`config.mk`:
```
export PLATFORM = sky130hd
export DESIGN_NAME = line_delay_ctrl
export DESIGN_NICKNAME = d
export VERILOG_FILES = /design/src/rtl/line_delay_ctrl.sv
export SDC_FILE = /design/constraint.sdc
export NUM_CORES = 1
export LEC_CHECK = 0
export ABC_CLOCK_PERIOD_IN_PS = 2400
export CORE_MARGIN = 8
export CORE_UTILIZATION = 40
export DETAILED_ROUTE_END_ITERATION = 6
export GPL_TIMING_DRIVEN = 0
export PLACE_DENSITY = 0.89
export RECOVER_POWER = 50
export SYNTH_ARGS = -nofsm -noshare
export SYNTH_HDL_FRONTEND = slang
export SYNTH_SLANG_ARGS = --single-unit
export TNS_END_PERCENT = 100
```
`constraint.sdc`:
```
create_clock -name clk -period 2.4 [get_ports clk]
set_input_delay 0.48 -clock clk [delete_from_list [all_inputs] [get_ports clk]]
set_output_delay 0.48 -clock clk [all_outputs]
set_load 0.03 [all_outputs]
```
`src/rtl/line_delay_ctrl.sv`:
```
// Line-delay control around a 24-bit line FIFO: writes each active pixel, reads the
// previous line back in lock-step, and emits {current, above} pixel pairs.
module line_delay_ctrl #(
    parameter int WIDTH = 24,
    parameter int IMG_W = 240,
    parameter int DEPTH = 256
) (
    input  logic             clk,
    input  logic             rst,
    input  logic             pix_vs,
    input  logic             pix_de,
    input  logic [WIDTH-1:0] pix_data,
    output logic [WIDTH-1:0] fifo_din,
    output logic             fifo_wr_en,
    output logic             fifo_rd_en,
    input  logic [WIDTH-1:0] fifo_dout,
    input  logic             fifo_empty,
    input  logic             fifo_wr_rst_busy,
    output logic             cur_de,
    output logic [WIDTH-1:0] cur_data,
    output logic [WIDTH-1:0] prev_data,
    output logic             prev_valid,
    output logic             err_len,
    output logic             err_ovf
);

    localparam logic [1:0] ST_IDLE   = 2'd0;
    localparam logic [1:0] ST_FIRST  = 2'd1;
    localparam logic [1:0] ST_STEADY = 2'd2;
    localparam logic [1:0] ST_FLUSH  = 2'd3;

    localparam logic [8:0] OCC_MAX  = 9'(DEPTH - 1);
    localparam logic [8:0] LINE_LEN = 9'(IMG_W);

    logic [1:0]       state_q, state_d;
    logic [8:0]       occ_q, occ_d;
    logic [8:0]       col_q, col_d;
    logic             de_q, de_d;
    logic             rd_pend_q, rd_pend_d;
    logic             cur_de_q, cur_de_d;
    logic [WIDTH-1:0] cur_data_q, cur_data_d;
    logic             prev_valid_q, prev_valid_d;
    logic             err_len_q, err_len_d;
    logic             err_ovf_q, err_ovf_d;

    logic active, accept, fall;
    logic wr_en, rd_en;

    // A frame-start pulse always wins over a coincident pixel.
    assign active = (state_q == ST_FIRST) || (state_q == ST_STEADY);
    assign accept = active && pix_de && !pix_vs;
    assign fall   = de_q && !pix_de;

    always_comb begin
        state_d      = state_q;
        occ_d        = occ_q;
        col_d        = col_q;
        de_d         = pix_de;
        rd_pend_d    = 1'b0;
        err_len_d    = err_len_q;
        err_ovf_d    = err_ovf_q;
        rd_en        = 1'b0;
        wr_en        = 1'b0;

        if (state_q == ST_STEADY && accept && occ_q != 9'd0)
            rd_en = 1'b1;
        if (state_q == ST_FLUSH)
            rd_en = !fifo_empty;

        if (accept) begin
            if (occ_q == OCC_MAX && !rd_en)
                err_ovf_d = 1'b1;
            else
                wr_en = 1'b1;
        end
        if (pix_de && !accept && (state_q == ST_FLUSH || (active && pix_vs)))
            err_ovf_d = 1'b1;

        if (wr_en && !rd_en)
            occ_d = occ_q + 9'd1;
        else if (!wr_en && rd_en && occ_q != 9'd0)
            occ_d = occ_q - 9'd1;

        if (accept)
            col_d = col_q + 9'd1;
        if (fall) begin
            col_d = 9'd0;
            if (active && col_q != LINE_LEN)
                err_len_d = 1'b1;
        end

        rd_pend_d    = rd_en && (state_q == ST_FLUSH);
        cur_de_d     = accept;
        cur_data_d   = accept ? pix_data : '0;
        prev_valid_d = rd_en && (state_q == ST_STEADY);

        case (state_q)
            ST_IDLE:   if (!fifo_wr_rst_busy) state_d = ST_FIRST;
            ST_FIRST:  begin
                if (pix_vs)    state_d = ST_FLUSH;
                else if (fall) state_d = ST_STEADY;
            end
            ST_STEADY: if (pix_vs) state_d = ST_FLUSH;
            default: begin
                // Leave only once the FIFO is empty and the last read has landed.
                if (fifo_empty && !rd_pend_q) begin
                    state_d = ST_FIRST;
                    occ_d   = 9'd0;
                end
            end
        endcase
    end

    always_ff @(posedge clk or posedge rst) begin
        if (rst) begin
            state_q      <= ST_IDLE;
            occ_q        <= 9'd0;
            col_q        <= 9'd0;
            de_q         <= 1'b0;
            rd_pend_q    <= 1'b0;
            cur_de_q     <= 1'b0;
            cur_data_q   <= '0;
            prev_valid_q <= 1'b0;
            err_len_q    <= 1'b0;
            err_ovf_q    <= 1'b0;
        end else begin
            state_q      <= state_d;
            occ_q        <= occ_d;
            col_q        <= col_d;
            de_q         <= de_d;
            rd_pend_q    <= rd_pend_d;
            cur_de_q     <= cur_de_d;
            cur_data_q   <= cur_data_d;
            prev_valid_q <= prev_valid_d;
            err_len_q    <= err_len_d;
            err_ovf_q    <= err_ovf_d;
        end
    end

    assign fifo_din   = pix_data;
    assign fifo_wr_en = wr_en;
    assign fifo_rd_en = rd_en;
    assign cur_de     = cur_de_q;
    assign cur_data   = cur_data_q;
    assign prev_valid = prev_valid_q;
    assign prev_data  = prev_valid_q ? fifo_dout : '0;
    assign err_len    = err_len_q;
    assign err_ovf    = err_ovf_q;

endmodule

```
==> run metrics, run 1 <==
number of detailed-routing iterations run before antenna repair 4; number of global-route vias before repair 2553; critical path, cell by cell inv_2, ha_4, nor4b_4, a21oi_4, buf_6, buf_4, or4_1, buf_2, a211o_1, nand2_1; Placer Congestion 0.892; number of distinct library cell variants in the gate-level netlist after synthesis 42; initial core utilization 41.8%; fraction of layout cells with a size suffix above 1 17.7%; CTS tree done; critical path data arrival time ~2700 ps; number of maximum-capacitance violations 0; switch share 40.6%; net count after synthesis 331; drt drc 0; area share of the leading cell type in the synthesized netlist 46.9%; Crit-path slowest cell sky130_fd_sc_hd__dfrtp_2; combinational fraction of design power 52.3%; vias post-DR 2541; worst-skew pair later-pin latency 310 ps; IO Pins approximately 130; wire length per cell 16.1 um; Yosys warnings 0; remaining max-slew budget at the tightest pin between 30% and 40%; cell area after synthesis 2670 um2; Final Util 68.5%; Vert. Die Dim just under 100 um; final hold violations 0; type of element launching the critical path flip-flop; path category of the worst min-delay check reg -> reg; P&R area growth vs syn 64.0%; final antenna diode count 0; Design Power approximately 3.5 mW; number of hold buffers added after cts 0; Yosys reg bits 50; internal portion of total power 2.11 mW; Post-synth top cells 51 x sky130_fd_sc_hd__and2_1, 50 x sky130_fd_sc_hd__dfrtp_1, 25 x sky130_fd_sc_hd__buf_4; sequential share of power between 30% and 40%; CP startpoint occ_q[0]; largest net degree at the start of global routing 41; clock root cell sky130_fd_sc_hd__clkbuf_8; pre-CTS WS -860 ps; number of DRC markers after the initial detailed-route iteration a little under 200; Post-layout nets 481; number of buffers inserted by port buffering 131; leakage power ~1.9 nW; actual transition at the worst max-transition pin 975 ps; library cell with the highest instance count after synthesis sky130_fd_sc_hd__and2_1; die boundary width 97.7 um; biggest fanout along the worst timing path 6; most common flop cell mapped by yosys sky130_fd_sc_hd__dfrtp_1; reg2reg end occ_q[0]; flop-to-flop setup slack -3 ps; Max rail drop VDD 0.409 mV; antenna violations before repair 0; cell accounting for the most synthesized area sky130_fd_sc_hd__dfrtp_1; startpoint of the most critical register-to-register path occ_q[0]; Synth Instances 267; failing checks setup timing; total detailed-routing wirelength 7.98 mm; setup repair after global routing missed its margin yes; Clock Skews 11.9 ps; kind of critical path reg -> reg; full die area 9540 um2; site row count 29; switching power of the nets ~1.4 mW; result of the run finished with violations; count of final setup violators 1; sum of negative setup slack -3.43 ps; synthesized area per cell 10.0 um2; number of enable-type register cells in the synthesized netlist 0; Final min period roughly 2400 ps; share of the clock period used by the worst path after layout 100%; top cells by area in the synthesized netlist sky130_fd_sc_hd__dfrtp_1 47%, sky130_fd_sc_hd__and2_1 12%, sky130_fd_sc_hd__buf_4 7.0%; Worst R2R Path Depth 10; sum of overflow across all layers after global routing 0; overall fraction of global-route tracks in use about 16%; final setup slack of the worst path -3.43 ps; Critical Path RT 2640 ps; final-layout fill cell count roughly 480; clock transition at the register clock pins on the worst setup and hold paths after CTS 90 ps; timing endpoint of the critical path occ_q[0]; H-tree levels 2; pins over their slew limit 0; number of sinks driven by the clock tree 50; CP max stage delay 450 ps; global-route wire length before repair around 13 mm; power density cells approximately 810 nW/um2; Critical Path Sink Type flip-flop; maximum count of clock buffers along a single path 2; clock share of power 15.2%; upper clock frequency limit ~0.42 GHz; number of buffers created by CTS 5; dpl hpwl 5.90 mm; placeable core region approximately 6400 um2; via/cell ratio a little over 5; proportion of synthesized flip-flops having asynchronous set or reset 100%; sequential area share after synthesis 46.9%; number of routed nets with antenna violations 0
[cells in the final DEF (no fill, tap or decap), drive strengths merged, types with 2 or more instances in the layout]
cell type and instances:
nor4b 2, clkdlybuf4s50 127, nand4 5, or4 4, nand2b 6, nor2 12, nand2 12, a211o 3
ha 10, buf 41, or3 2, o22ai 2, nor3 8, a211oi 2, mux2i 2, nor4 5
and2 51, a21oi 6, clkbuf 13, xor2 4, o21a 4, and4 3, o21ai 6, xnor2 2
dfrtp 50, inv 14, nor2b 2, o211ai 2, nand3 7, o31ai 2
[layer usage]
| metal | wire length [um] | global-route usage [%] | share of wire (%) | vias up |
|---|---|---|---|---|
| met1 | 3120 | 18.1 | 39 | 1167 |
| met2 | 3780 | 25.6 | 47 | 177 |
| met4 | 108 | 4.20 | 1.4 | 0 |
| li1 | - | - | - | 1186 |
| met5 | 0 | 0 | 0 | - |
| met3 | 964 | 6.76 | 12 | 11 |
[critical path, delay by kind of cell, from the launching register on]
kind | cells | cell delay [ps]
simple gates | 3 | 750
compound gates | 2 | 400
fa+ha+maj | 1 | 160
buf+inv | 4 | 570
flops | 1 | 450
[worst min path at each step]
stage / slack, ps / start / end / cells past startpoint
2_1_floorplan: 470 / col_q[6] / col_q[6] / 1
3_3_place_gp: 460 / err_len / err_len / 1
3_5_place_dp: 460 / err_len / err_len / 1
4_1_cts: 410 / rst / cur_data[11] / 2
5_1_grt: 490 / err_len / err_len / 1
6_report: 470 / err_len / err_len / 1
[registers in the layout, summed over array words and instances (netlist names), 2 cells and up]
signal,cells
col_q,9
cur_data,24
state_q,2
occ_q,9
[through the flow]
step,instance area [um2],hold slack (ps),std cells
after detailed placement,4100,457,476
after floorplan,2670,474,267
after global placement,4080,455,475
final,4380,471,495
after CTS,4250,406,487
after global routing,4380,488,495
[cells by family (layout without fill, tap and decap cells)]
| logic type | count (synthesis) | in the layout | synth area share (%) |
|---|---|---|---|
| simple gates | 122 | 122 | 27.7 |
| flops | 50 | 50 | 46.9 |
| buf+inv | 47 | 198 | 10.5 |
| compound gates | 30 | 30 | 7.59 |
| fa+ha+maj | 10 | 10 | 4.69 |
| xor+xnor | 6 | 6 | 1.97 |
| mux | 2 | 2 | 0.750 |
[power groups by stage]
stage          registers, mW  clock network (mW)  logic (mW)
3_5_place_dp            1.17                   0        1.56
4_1_cts                 1.15               0.554        1.63
2_1_floorplan           1.27                   0       0.908
3_3_place_gp            1.16                   0        1.52
6_report                1.15               0.539        1.85
5_1_grt                 1.17               0.580        1.99
[cell type report]
class                      count  area (um2)  share of cell area [%]
multi-input combinational    170        1230                    28.0
tap                           77        96.3                    2.20
timing repair buffer         143        1410                    32.2
sequential                    50        1260                    28.7
clock inverter                 2        16.3                   0.372
inverter                      13        48.8                    1.11
clock buffer                   6        82.6                    1.89
buffer                        34         243                    5.55
[repair_timing]
action                     4_1_cts  5_1_grt
pin swaps                        1        3
buffers inserted                 3        8
resized for setup               24       20
setup endpoints to repair        4       30
No activity file was read; power rests on OpenSTA's default activity.
==> run 2: changes to the inputs <==
TNS_END_PERCENT = default   (was 100)
==> results of run 2 <==
Final layout, timing and power as in run 1 (identical DEF).
